==> src/rtl/hazard_ctrl_pkg.sv <==
// rtl/hazard_ctrl_pkg.sv - shared hazard controller state encodings and register index type
// Purpose: one place for the FSM state codes and register-index width used by the hazard
//          controller and by the decode/EX stages that share its view of the pipeline.
// Ports:   none (package).
package hazard_ctrl_pkg;

  localparam int REG_IDX_W = 3;

  typedef logic [REG_IDX_W-1:0] reg_idx_t;

  localparam logic [2:0] ST_RUN      = 3'd0;
  localparam logic [2:0] ST_LU_STALL = 3'd1;
  localparam logic [2:0] ST_BR_FLUSH = 3'd2;
  localparam logic [2:0] ST_MEM_WAIT = 3'd3;
  localparam logic [2:0] ST_HALTED   = 3'd4;

endpackage

==> src/rtl/hazard_ctrl_cmp.sv <==
// rtl/hazard_ctrl_cmp.sv - combinational load-use hazard detect
// Purpose: flags a decode instruction that reads a register a load in EX is about to write.
//          Kept standalone so the same compare can drive forwarding selects later.
// Ports:   rs_valid_i/rt_valid_i, rs_sel_i/rt_sel_i  - decode source operands
//          mem_en_i/mem_write_i/reg_write_i/wr_sel_i - EX instruction control and destination
//          load_use_o                                - hazard detected
module hazard_cmp
  import hazard_ctrl_pkg::*;
(
  input  logic     rs_valid_i,
  input  logic     rt_valid_i,
  input  reg_idx_t rs_sel_i,
  input  reg_idx_t rt_sel_i,
  input  logic     mem_en_i,
  input  logic     mem_write_i,
  input  logic     reg_write_i,
  input  reg_idx_t wr_sel_i,
  output logic     load_use_o
);

  logic is_load;
  logic src_match;

  // Only a register-writing load produces a value too late for forwarding.
  assign is_load    = mem_en_i & ~mem_write_i & reg_write_i;
  assign src_match  = (rs_valid_i & (rs_sel_i == wr_sel_i)) |
                      (rt_valid_i & (rt_sel_i == wr_sel_i));
  assign load_use_o = is_load & src_match;

endmodule

==> src/rtl/hazard_ctrl.sv <==
// rtl/hazard_ctrl.sv - pipeline hazard controller (stall/flush for PC, if_id, id_ex, ex_mem)
// Purpose: Mealy controller for load-use bubbles, taken-branch squash, data/instruction memory
//          waits and halt freeze. Optional macro HAZARD_PERF_CNT_EN adds perf_stall_cnt and
//          perf_flush_cnt saturating counters.
// Ports:   clk, rst (async, active-low)
//          id_rs_valid, id_rt_valid, id_reg1_sel, id_reg2_sel            - decode operands
//          ex_memEn, ex_memWrite, ex_regWrite, ex_write_reg, ex_br_taken, ex_halt - EX control
//          dmem_stall, dmem_done, imem_stall                             - memory handshakes
//          pc_stall, if_id_stall, if_id_flush, id_ex_stall, id_ex_flush, ex_mem_stall, halted
//          perf_stall_cnt, perf_flush_cnt (HAZARD_PERF_CNT_EN only)
module hazard_ctrl
  import hazard_ctrl_pkg::*;
#(
  parameter int LU_CYCLES = 1,
  parameter int BR_CYCLES = 1
) (
  input  logic                 clk,
  input  logic                 rst,
  input  logic                 id_rs_valid,
  input  logic                 id_rt_valid,
  input  logic [REG_IDX_W-1:0] id_reg1_sel,
  input  logic [REG_IDX_W-1:0] id_reg2_sel,
  input  logic                 ex_memEn,
  input  logic                 ex_memWrite,
  input  logic                 ex_regWrite,
  input  logic [REG_IDX_W-1:0] ex_write_reg,
  input  logic                 ex_br_taken,
  input  logic                 ex_halt,
  input  logic                 dmem_stall,
  input  logic                 dmem_done,
  input  logic                 imem_stall,
  output logic                 pc_stall,
  output logic                 if_id_stall,
  output logic                 if_id_flush,
  output logic                 id_ex_stall,
  output logic                 id_ex_flush,
  output logic                 ex_mem_stall,
  output logic                 halted
`ifdef HAZARD_PERF_CNT_EN
  ,
  output logic [15:0]          perf_stall_cnt,
  output logic [15:0]          perf_flush_cnt
`endif
);

  localparam int MAX_CYCLES = (LU_CYCLES > BR_CYCLES) ? LU_CYCLES : BR_CYCLES;
  localparam int CNT_W      = $clog2(MAX_CYCLES + 1);
  localparam logic [CNT_W-1:0] LU_INIT = CNT_W'(LU_CYCLES - 1);
  localparam logic [CNT_W-1:0] BR_INIT = CNT_W'(BR_CYCLES - 1);
  localparam logic [CNT_W-1:0] ONE     = CNT_W'(1);

  logic [2:0]       state_q, state_d;
  logic [CNT_W-1:0] cnt_q, cnt_d;
  logic [CNT_W-1:0] cnt_dec;
  logic             load_use;

  hazard_cmp u_cmp (
    .rs_valid_i  (id_rs_valid),
    .rt_valid_i  (id_rt_valid),
    .rs_sel_i    (id_reg1_sel),
    .rt_sel_i    (id_reg2_sel),
    .mem_en_i    (ex_memEn),
    .mem_write_i (ex_memWrite),
    .reg_write_i (ex_regWrite),
    .wr_sel_i    (ex_write_reg),
    .load_use_o  (load_use)
  );

  // Saturating decrement so a stray zero count can never wrap.
  assign cnt_dec = (cnt_q != '0) ? cnt_q - ONE : '0;

  always_comb begin
    state_d      = state_q;
    cnt_d        = cnt_q;
    pc_stall     = 1'b0;
    if_id_stall  = 1'b0;
    if_id_flush  = 1'b0;
    id_ex_stall  = 1'b0;
    id_ex_flush  = 1'b0;
    ex_mem_stall = 1'b0;
    halted       = 1'b0;
    // Outputs are forced low for as long as reset is held, whatever the inputs do.
    if (rst) begin
      // A data-memory wait freezes the whole pipe from any non-halted state; a done in the
      // same cycle completes it immediately.
      if (state_q != ST_HALTED && state_q != ST_MEM_WAIT && dmem_stall) begin
        pc_stall     = 1'b1;
        if_id_stall  = 1'b1;
        id_ex_stall  = 1'b1;
        ex_mem_stall = 1'b1;
        cnt_d        = '0;
        state_d      = dmem_done ? ST_RUN : ST_MEM_WAIT;
      end else begin
        case (state_q)
          ST_RUN: begin
            if (ex_br_taken) begin
              // Branch wins over a simultaneous load-use: the hazard instr is squashed anyway.
              if_id_flush = 1'b1;
              id_ex_flush = 1'b1;
              if (BR_CYCLES > 1) begin
                state_d = ST_BR_FLUSH;
                cnt_d   = BR_INIT;
              end
            end else if (ex_halt) begin
              pc_stall    = 1'b1;
              if_id_stall = 1'b1;
              id_ex_flush = 1'b1;
              state_d     = ST_HALTED;
            end else if (load_use) begin
              pc_stall    = 1'b1;
              if_id_stall = 1'b1;
              id_ex_flush = 1'b1;
              if (LU_CYCLES > 1) begin
                state_d = ST_LU_STALL;
                cnt_d   = LU_INIT;
              end
            end else if (imem_stall) begin
              pc_stall    = 1'b1;
              if_id_flush = 1'b1;
            end
          end
          ST_LU_STALL: begin
            pc_stall    = 1'b1;
            if_id_stall = 1'b1;
            id_ex_flush = 1'b1;
            cnt_d       = cnt_dec;
            if (cnt_q <= ONE) state_d = ST_RUN;
          end
          ST_BR_FLUSH: begin
            if_id_flush = 1'b1;
            id_ex_flush = 1'b1;
            cnt_d       = cnt_dec;
            if (cnt_q <= ONE) state_d = ST_RUN;
          end
          ST_MEM_WAIT: begin
            pc_stall     = 1'b1;
            if_id_stall  = 1'b1;
            id_ex_stall  = 1'b1;
            ex_mem_stall = 1'b1;
            if (dmem_done) state_d = ST_RUN;
          end
          ST_HALTED: begin
            pc_stall     = 1'b1;
            if_id_stall  = 1'b1;
            id_ex_stall  = 1'b1;
            ex_mem_stall = 1'b1;
            halted       = 1'b1;
          end
          default: begin
            state_d = ST_RUN;
            cnt_d   = '0;
          end
        endcase
      end
    end
  end

  always_ff @(posedge clk or negedge rst) begin
    if (!rst) begin
      state_q <= ST_RUN;
      cnt_q   <= '0;
    end else begin
      state_q <= state_d;
      cnt_q   <= cnt_d;
    end
  end

`ifdef HAZARD_PERF_CNT_EN
  logic [15:0] perf_stall_q;
  logic [15:0] perf_flush_q;
  logic        br_entry;

  // A branch flush is entered only from RUN when no data-memory wait pre-empts it.
  assign br_entry = (state_q == ST_RUN) & ~dmem_stall & ex_br_taken;

  always_ff @(posedge clk or negedge rst) begin
    if (!rst) begin
      perf_stall_q <= '0;
      perf_flush_q <= '0;
    end else begin
      if (pc_stall && (state_q != ST_HALTED) && (perf_stall_q != 16'hFFFF))
        perf_stall_q <= perf_stall_q + 16'd1;
      if (br_entry && (perf_flush_q != 16'hFFFF))
        perf_flush_q <= perf_flush_q + 16'd1;
    end
  end

  assign perf_stall_cnt = perf_stall_q;
  assign perf_flush_cnt = perf_flush_q;
`endif

endmodule
==> config.mk <==
export PLATFORM = sky130hd
export DESIGN_NAME = hazard_ctrl
export DESIGN_NICKNAME = d
export VERILOG_FILES = /design/src/rtl/hazard_ctrl_pkg.sv /design/src/rtl/hazard_ctrl_cmp.sv /design/src/rtl/hazard_ctrl.sv
export SDC_FILE = /design/constraint.sdc
export NUM_CORES = 1
export LEC_CHECK = 0
export ABC_AREA = 1
export CAP_MARGIN = 20
export CORE_AREA = 5 5 42 44
export CTS_CLUSTER_DIAMETER = 30
export DETAILED_ROUTE_END_ITERATION = 10
export DIE_AREA = 0 0 47 49
export GPL_TIMING_DRIVEN = 0
export PLACE_DENSITY = 0.74
export REMOVE_ABC_BUFFERS = 1
export SYNTH_ARGS = -nofsm -noshare
export SYNTH_HDL_FRONTEND = slang
export SYNTH_SLANG_ARGS = --single-unit
export TNS_END_PERCENT = 50
==> constraint.sdc <==
create_clock -name clk -period 2.54 [get_ports clk]
set_clock_uncertainty 0.1 [all_clocks]
set_input_delay 0.381 -clock clk [delete_from_list [all_inputs] [get_ports clk]]
set_output_delay 0.381 -clock clk [all_outputs]
set_load 0.01 [all_outputs]
==> reports/metrics.csv, run 1 <==
stage,metric,value,unit
floorplan,io_pins,28,
floorplan,die_h,49,um
timing,max_freq,0.428,GHz
floorplan,rows,14,
timing,worst_pin_slew,0.309,ns
cts,cts.sinks,2,
cts,htree_levels,1,
critical_path,path_max_fanout,3,
global_routing,grt_pass1_wl,1950,um
critical_path,critical_path.top_delay_family,buffers and inverters,
critical_path,cpPeakStageDelay,0.50,ns
global_routing,first_global_vias,531,
timing,finalCriticalPeriod,2.34,ns
yosys,yosysUniqueCellTypes,17,
placement,port_buffers,27,
yosys,synth_commonest_cells,"nand2_1 (28), inv_1 (15), nor2_1 (10)",
timing,final_min_period_over_clock_period,0.920,
detailed_routing,ant_nets,0,
critical_path,critPathArrivalTime,1.86,ns
detailed_routing,drt_iter0_markers,3,
yosys,yosys_warnings,0,
placement,gp_congestion,0.793,
final_layout,layout-drive-gt1-share,0.128,
cts,numCtsBuffers,3,
flow_run,maxCapViolCount,0,
critical_path,crit_type,in2out,
global_routing,grt-ovfl-total,0,
pwr,p_per_area,555,nW/um^2
global_routing,antenna_found_initial,0,
critical_path,path_common_cell,nand2_1,
critical_path,crit_path_start_kind,primary input,
yosys,synth_area,424,um^2
final_layout,antennaDiodeCount,0,
detailed_routing,vias,534,
cts,clk_pin_slew,0.03,ns
placement,place_inst,122,
floorplan,core,1400,um^2
final_layout,nets,136,
critical_path,end_kind,primary output,
yosys,ys.flop_type,dfrtp_1,
yosys,synthDominantCellAreaShare,0.248,
yosys,synth.avg_cell_area,5.30,um^2
floorplan,die-area,2300,um^2
timing,hold_viol,0,
yosys,synth_top_area_cell,nand2_1,
floorplan,start_util,0.303,
cts,cts_tree,done,
timing,slew_violations,0,
pwr,peakVddDrop,362,uV
yosys,synth_edf_count,0,
yosys,ys_top_cells_by_area,"nand2_1 (25%), inv_1 (13%), dfrtp_1 (12%)",
final_layout,top_regs,state_q (2),
floorplan,die_x,47,um
timing,slew_headroom,0.793,
placement,dp_hpwl,941,um
hold_path,hold_class,in2async,
yosys,synth.most_common_cell,nand2_1,
critical_path,path_cells,clkdlybuf4s50_1 > inv_1 > nand2_1 > nand2_1 > nor2_1 > nand2_1 > nand2_1 > nand2_2 > nand2_2 > nand2_1 > nand2_1 > nand2_2 > nand3_2 > dlygate4sd2_1,
final_layout,largest_register_ffs,2,
cts,cts_buffer_depth,2,
final_layout,regMostFlops,state_q,
pwr,total_power,0.000409,W
pwr,p_leak,0.453,nW
detailed_routing,routed_wl,1120,um
yosys,ys_async_sr_fraction,1.00,
cts,clock_latency,0.23,ns
critical_path,crit_buf_inv,3,
detailed_routing,avgViaCountPerCell,4.27,
timing,finalSetupTns,0,ns
global_routing,grt_max_degree,7,
cts,root_buffer,clkbuf_4,
critical_path,crit_path_top_delay_cell,clkdlybuf4s50_1,
critical_path,worstPathRequired,2.06,ns
yosys,seq_area_frac_synth,0.118,
outcome,outcome,completed,
detailed_routing,drtPass1Iterations,3,
cts,post_cts_buffers,0,
yosys,ys_ff_latch,2,
yosys,syn_inst,80,
detailed_routing,wl_per_cell,8.96,um
global_routing,grt_usage,0.115,
final_layout,instances_no_fill,125,
timing,rsz0062_at_grt,false,
final_layout,area_delta_synth_final,73.7,%
timing,setup_viol,0,
detailed_routing,drc,0,
metrics by stage:
stage                util  setup WS, ns  hold slack, ns  instance area, um^2
floorplan               -         0.844         -0.0146                  417
global placement    0.504       -0.0860           0.456                  707
detailed placement  0.504       -0.0923           0.470                  707
CTS                 0.521        0.0206           0.271                  729
global route        0.526       0.00844           0.268                  737
finish              0.526         0.202           0.279                  737
cell type report:
class	instances	area [um^2]
clock buffers	3	22.5
well taps	16	20.0
flip-flops and latches	2	50.0
multi-input cells	58	298
repair buffers	27	275
inverters	19	71.3
fillers	142	664
final timing paths:
kind                                   startpoint                      to  slack (ns)  depth (start not counted)
setup / recovery                  ex_write_reg[2]                pc_stall        0.20                         14
hold / removal                                rst  state_q[2]$_DFFE_PN0P_        0.28                          1
setup reg to reg           state_q[1]$_DFFE_PN0P_  state_q[2]$_DFFE_PN0P_        0.82                          7
hold reg to reg            state_q[1]$_DFFE_PN0P_  state_q[1]$_DFFE_PN0P_        0.47                          2
max in group asynchronous                     rst  state_q[1]$_DFFE_PN0P_        1.87                          1
min in group clk           state_q[1]$_DFFE_PN0P_  state_q[1]$_DFFE_PN0P_        0.47                          2
report_power, final:
group,internal (W),switching (W),total [W]
combinational,0.000141,0.000145,0.000286
clock,0.0000521,0.0000185,0.0000707
sequential,0.0000437,0.00000900,0.0000527
total,0.000236,0.000173,0.000409
cell families after synthesis:
group,count (synthesis),synth area share
DFF,2,0.118
AOI/OAI and AO/OA,7,0.100
buffers and inverters,20,0.186
adders and majority gates,4,0.118
and+or+nand+nor,47,0.478
metal layers:
layer | up-vias | track usage | wire length (um)
li1 | 296 | - | -
met1 | 214 | 0.136 | 486
met2 | 22 | 0.172 | 482
met3 | 2 | 0.0295 | 138
met4 | 0 | 0.0829 | 12
met5 | - | 0 | 0
placed cells by master (no fill, tap or decap), types with 3 or more instances in the layout:
master           count
nand2_2              4
nor2_1               9
ha_1                 4
dlymetal6s2s_1       3
inv_2                4
inv_1               15
clkdlybuf4s50_1     22
clkbuf_4             3
nand2_1             28
timing repair:
action / in CTS / in global routing
endpoints found under the hold margin: 0 / 0
endpoints found under the setup margin: 3 / 3
gates resized for setup: 3 / 3
hold buffers: 0 / 0
No activity file was read; power rests on OpenSTA's default activity.
==> inputs of run 2 (changes only) <==
==> constraint.sdc (replaced) <==
create_clock -name clk -period 2.3 [get_ports clk]
set_clock_uncertainty 0.1 [all_clocks]
set_input_delay 0.46 -clock clk [delete_from_list [all_inputs] [get_ports clk]]
set_output_delay 0.46 -clock clk [all_outputs]
set_load 0.01 [all_outputs]
==> run 2 against run 1 <==
Combinational power increased by 14%. Cell count unchanged. Setup slack got worse by 0.067 ns. Wire length decreased by 1.2%. Clock power increased by 10%. Highest routed layer unchanged. Count of clock-buffer cells in the layout unchanged.
==> reports/metrics.csv, run 2 (synthesis gave the netlist of run 1 again) <==
stage,metric,value,unit
outcome,outcome,completed,
final_layout,layout_commonest_cell,nand2_1,
floorplan,die_h,49,um
timing,hold_viol,0,
timing,setup_slack,0.135,ns
cts,numCtsBuffers,3,
floorplan,io_pins,28,
floorplan,rows,14,
critical_path,path_max_fanout,4,
final_layout,multi_input_area,303,um^2
cts,clock_latency,0.23,ns
cts,htree_levels,1,
cts,cts_tree,done,
placement,place_inst,122,
timing,slew_headroom,0.793,
floorplan,start_util,0.303,
critical_path,path_common_cell,inv_1,
final_layout,final_cell_mix,"nand2_1 (28), inv_1 (15), dlygate4sd2_1 (11)",
final_layout,largest_register_ffs,2,
floorplan,die-area,2300,um^2
placement,gp_congestion,0.793,
placement,placed_cell_area,707,um^2
detailed_routing,ant_nets,0,
critical_path,crit_buf_inv,3,
timing,slew_violations,0,
cts,cts_buffer_depth,2,
final_layout,nets,136,
hold_path,hold_class,in2async,
final_layout,seq_area,50.0,um^2
timing,worst_pin_slew,0.309,ns
detailed_routing,avgViaCountPerCell,4.34,
placement,port_buffers,27,
critical_path,critPathArrivalTime,1.60,ns
final_layout,regMostFlops,state_q,
critical_path,path_cells,inv_1 > ha_1 > nor2_4 > nor2_2 > nand2_1 > o21bai_1 > inv_1 > clkbuf_2,
pwr,peakVddDrop,393,uV
detailed_routing,vias,543,
final_layout,final_util,0.516,
cts,clk_pin_slew,0.03,ns
floorplan,die_x,47,um
detailed_routing,wl_per_cell,8.86,um
cts,cts.sinks,2,
timing,rsz0062_at_grt,false,
detailed_routing,drtPass1Iterations,4,
final_layout,num-fill-cells,146,
final_layout,instances_no_fill,125,
final_layout,top_regs,state_q (2),
global_routing,grt_usage,0.115,
cts,root_buffer,clkbuf_4,
critical_path,critical_path.top_delay_family,flip-flops,
detailed_routing,routed_wl,1110,um
timing,finalCriticalPeriod,2.16,ns
global_routing,grt-ovfl-total,0,
critical_path,crit_type,reg2out,
final_layout,fin_area,723,um^2
detailed_routing,drt_iter0_markers,4,
critical_path,cpPeakStageDelay,0.38,ns
critical_path,r2r-start,state_q[1]$_DFFE_PN0P_,
critical_path,reg2regPathDepth,7,
critical_path,crit_path_start_kind,flip-flop,
critical_path,path_depth,8,
cts,cts_hold_buf,0,
critical_path,end_kind,primary output,
critical_path,worstPathRequired,1.74,ns
cts,post_cts_buffers,0,
floorplan,core,1400,um^2
placement,dp_slack,-0.490,ns
final_layout,antennaDiodeCount,0,
critical_path,crit_path_start,state_q[1]$_DFFE_PN0P_,
timing,finalSetupTns,0,ns
detailed_routing,drc,0,
global_routing,first_global_vias,530,
final_layout,layout-drive-gt1-share,0.165,
pwr,p_leak,0.458,nW
global_routing,grt_pass1_wl,1940,um
flow_run,maxCapViolCount,0,
placement,dp_hpwl,941,um
final_layout,area_delta_synth_final,70.5,%
global_routing,grt_max_degree,7,
critical_path,crit_path_top_delay_cell,dfrtp_1,
pwr,p_per_area,641,nW/um^2
timing,setup_viol,0,
timing,final_min_period_over_clock_period,0.941,
timing,max_freq,0.462,GHz
global_routing,antenna_found_initial,0,
## run 2: changes by cell type in the layout (fill, tap and decap cells not counted), sizes merged
cell	before	now
dlygate4sd2	2	11
clkdlybuf4s50	22	9
clkbuf	3	4
buf	0	3
## run 2: worst reg2reg max path, stage by stage (launching register included)
cell and delay, ns:
dfrtp_1 0.38, inv_1 0.08, ha_1 0.34, nor2_4 0.16, nor2_2 0.06, o21ai_1 0.07
o211ai_1 0.15, o21a_1 0.21
## run 2: worst paths after layout
check	slack, ns	endpoint
max in group asynchronous	1.82	state_q[1]$_DFFE_PN0P_
min	0.09	state_q[2]$_DFFE_PN0P_
min in group clk	0.47	state_q[1]$_DFFE_PN0P_
min reg2reg	0.47	state_q[1]$_DFFE_PN0P_
max	0.14	id_ex_flush
max reg2reg	0.62	state_q[2]$_DFFE_PN0P_
## run 2: report_power, final
part	leakage [nW]	switching, W	internal, W
logic	0.420	0.000169	0.000158
registers	0.0248	0.00000994	0.0000482
clock network	0.0138	0.0000205	0.0000576
## run 2: per-layer routing
metal	part of all wire	routed length [um]	vias to the layer above	GRT usage
li1	-	-	296	-
met1	0.45	499	221	0.136
met2	0.43	475	24	0.170
met3	0.11	120	2	0.0295
met4	0.011	12	0	0.0829
met5	0	0	-	0
## run 2: final cells by class
type | instances | area share
multi-input combinational | 58 | 0.419
clock buffer | 3 | 0.0311
inverter | 19 | 0.0986
timing repair buffer | 27 | 0.355
tap | 16 | 0.0277
sequential | 2 | 0.0692
## run 2: per-stage QoR
stage	total power [W]	hold slack (ns)
floorplan	0.000245	0.0644
global placement	0.000383	0.456
detailed placement	0.000387	0.470
CTS	0.000449	0.0818
global route	0.000520	0.0787
finish	0.000463	0.0896
## run 2: what timing repair did
item | 4_1_cts | 5_1_grt
endpoints found under the setup margin | 6 | 4
pin swaps | 6 | 10
gates cloned | 0 | 0
gates resized for setup | 25 | 8
==> inputs of run 3 (changes only) <==
--- a/config.mk
+++ b/config.mk
@@ -7,14 +7,16 @@
 export LEC_CHECK = 0
 export ABC_AREA = 1
 export CAP_MARGIN = 20
-export CORE_AREA = 5 5 42 44
+export CORE_MARGIN = 5
+export CORE_UTILIZATION = 35
 export CTS_CLUSTER_DIAMETER = 30
 export DETAILED_ROUTE_END_ITERATION = 10
-export DIE_AREA = 0 0 47 49
 export GPL_TIMING_DRIVEN = 0
-export PLACE_DENSITY = 0.74
+export PLACE_DENSITY = 0.78
 export REMOVE_ABC_BUFFERS = 1
+export SKIP_LAST_GASP = 1
 export SYNTH_ARGS = -nofsm -noshare
 export SYNTH_HDL_FRONTEND = slang
+export SYNTH_HIERARCHICAL = 1
 export SYNTH_SLANG_ARGS = --single-unit
 export TNS_END_PERCENT = 50
==> run 3 against run 2 <==
Cell count grew 0.80%. Highest routed layer is now met3. Global-route usage shrank 0.34 points. Largest cell class unchanged. First-iteration DRC count shrank 50%. Critical path depth grew 1. Non-clock buffer count is the same. Clock power shrank 4.6%. Combinational power is essentially flat. Sequential power grew 8.8%. Critical endpoint unchanged. Area after synthesis grew 7.1%. Wire length shrank 4.0%. Via count grew 2.8%. Critical path type unchanged.
==> reports/metrics.csv, run 3 <==
stage,metric,value,unit
floorplan,io_pins,28,
yosys,synth_commonest_cells,"nand2_1 (29), inv_1 (13), nor2_1 (8), inv_2 (6)",
timing,hold_viol,0,
yosys,synth_edf_count,0,
detailed_routing,drt_iter0_markers,2,
critical_path,crit_buf_inv,4,
final_layout,layout-drive-gt1-share,0.207,
final_layout,top_regs,state_q (2),
cts,htree_levels,1,
timing,slew_headroom,0.837,
yosys,yosysUniqueCellTypes,18,
critical_path,critPathArrivalTime,1.66,ns
critical_path,critical_path.top_delay_family,buffers and inverters,
detailed_routing,drtPass1Iterations,4,
pwr,p_per_area,632,nW/um^2
cts,cts.sinks,2,
timing,max_freq,0.450,GHz
cts,cts_hold_buf,0,
yosys,synth_xor_area_frac,0,
placement,placed_cell_area,736,um^2
timing,final_min_period_over_clock_period,0.967,
flow_run,maxCapViolCount,0,
global_routing,grt_usage,0.111,
yosys,synthAdderAreaFrac,0.110,
critical_path,path_cells,inv_1 > ha_1 > inv_2 > nand2_4 > inv_2 > nor2_2 > nand2_1 > a21oi_2 > clkdlybuf4s15_1,
critical_path,crit_path_start_kind,flip-flop,
placement,place_inst,123,
yosys,synth.most_common_cell,nand2_1,
yosys,seq_area_frac_synth,0.110,
yosys,synth_compound_area_frac,0.0716,
yosys,synth_top_family_by_area,simple AND/OR/NAND/NOR gates,
cts,cts_buffer_depth,2,
cts,root_buffer,clkbuf_4,
global_routing,grt_max_degree,7,
critical_path,crit_path_top_delay_cell,dfrtp_1,
yosys,ys.flop_type,dfrtp_1,
final_layout,nets,138,
global_routing,grt_pass1_wl,1760,um
global_routing,grt_use_met2,0.239,
floorplan,die_x,46.0,um
floorplan,core,1270,um^2
timing,worst_pin_slew,0.245,ns
critical_path,worstPathRequired,1.74,ns
hold_path,hold_class,in2async,
final_layout,fin_area,741,um^2
detailed_routing,ant_nets,0,
final_layout,antennaDiodeCount,0,
global_routing,first_global_vias,518,
floorplan,die-area,2120,um^2
final_layout,instances_no_fill,126,
final_layout,layout_commonest_cell,nand2_1,
cts,numCtsBuffers,3,
floorplan,rows,13,
cts,clk_pin_slew,0.03,ns
yosys,synth-simple-area-share,0.534,
yosys,synthMuxAreaShare,0,
placement,dp_hpwl,971,um
critical_path,cpPeakStageDelay,0.39,ns
detailed_routing,avgViaCountPerCell,4.43,
global_routing,antenna_found_initial,0,
yosys,synth.avg_cell_area,5.54,um^2
yosys,ys_top_cells_by_area,"nand2_1 (24%), dfrtp_1 (11%), ha_1 (11%)",
timing,finalCriticalPeriod,2.22,ns
placement,port_buffers,27,
critical_path,end_kind,primary output,
yosys,syn_inst,82,
final_layout,regMostFlops,state_q,
global_routing,busiest_layer,met2,
final_layout,final_cell_mix,"nand2_1 (29), inv_1 (13), clkdlybuf4s50_1 (9)",
floorplan,die_h,46.0,um
critical_path,crit_type,reg2out,
timing,rsz0062_at_grt,true,
floorplan,start_util,0.358,
cts,post_cts_buffers,0,
yosys,ys_async_sr_fraction,1.00,
detailed_routing,drc,0,
pwr,peakVddDrop,197,uV
yosys,synthDominantCellAreaShare,0.240,
cts,cts_tree,done,
yosys,synth_area,454,um^2
final_layout,largest_register_ffs,2,
pwr,p_leak,0.455,nW
global_routing,use_met1,0.100,
outcome,outcome,completed,
yosys,synth_top_area_cell,nand2_1,
final_layout,area_delta_synth_final,63.1,%
cts,clock_latency,0.22,ns
timing,finalSetupTns,0,ns
placement,gp_congestion,0.797,
timing,slew_violations,0,
global_routing,grt.met3_usage,0.0277,
global_routing,grt-ovfl-total,0,
timing,holdWs,0.108,ns
yosys,ys_ff_latch,2,
detailed_routing,vias,558,
critical_path,path_max_fanout,4,
detailed_routing,routed_wl,1060,um
timing,setup_viol,0,
critical_path,path_common_cell,inv_2,
detailed_routing,wl_per_cell,8.44,um
yosys,yosys_warnings,6,
## run 3: where the power goes
part           switching (W)  internal, W  leakage (nW)
combinational       0.000185     0.000146         0.415
clock              0.0000170    0.0000573        0.0138
sequential         0.0000145    0.0000489        0.0266
## run 3: cell type report
type,count,area [um^2]
Fill cell,134,528
Tap cell,15,18.8
Inverter,19,71.3
Clock buffer,3,22.5
Sequential cell,2,50.0
Multi-Input combinational cell,60,325
Timing Repair Buffer,27,253
## run 3: stage by stage
step           utilization  total power (W)  setup WS [ns]
5_1_grt              0.584         0.000525        -0.0876
4_1_cts              0.575         0.000479        -0.0282
2_1_floorplan            -         0.000287          0.541
3_3_place_gp         0.580         0.000429         -0.527
6_report             0.584         0.000468         0.0765
3_5_place_dp         0.580         0.000433         -0.567
## run 3: metal layers
layer,part of all wire,up-vias,wire [um]
li1,-,304,-
met1,0.35,231,370
met2,0.52,23,551
met3,0.13,0,140
met4,0,0,0
met5,0,-,0
## run 3: worst paths after layout
path	from	end	slack [ns]	cells past startpoint
max	state_q[1]$_DFFE_PN0P_	id_ex_flush	0.08	9
min	rst	state_q[1]$_DFFE_PN0P_	0.11	1
max reg2reg	state_q[1]$_DFFE_PN0P_	state_q[2]$_DFFE_PN0P_	0.88	8
min reg2reg	state_q[2]$_DFFE_PN0P_	state_q[2]$_DFFE_PN0P_	0.42	2
max in group asynchronous	rst	state_q[2]$_DFFE_PN0P_	1.79	1
min in group clk	state_q[2]$_DFFE_PN0P_	state_q[2]$_DFFE_PN0P_	0.42	2
## run 3: cells by family (layout without fill, tap and decap cells)
| kind of cell | after synthesis | after routing |
|---|---|---|
| buf+inv | 20 | 49 |
| flops | 2 | 2 |
| compound gates | 5 | 5 |
| simple gates | 51 | 51 |
| fa+ha+maj | 4 | 4 |
## run 3: timing repair
action                     4_1_cts  5_1_grt
resized for setup               25        6
setup endpoints to repair        6        5
pin swaps                       11        9
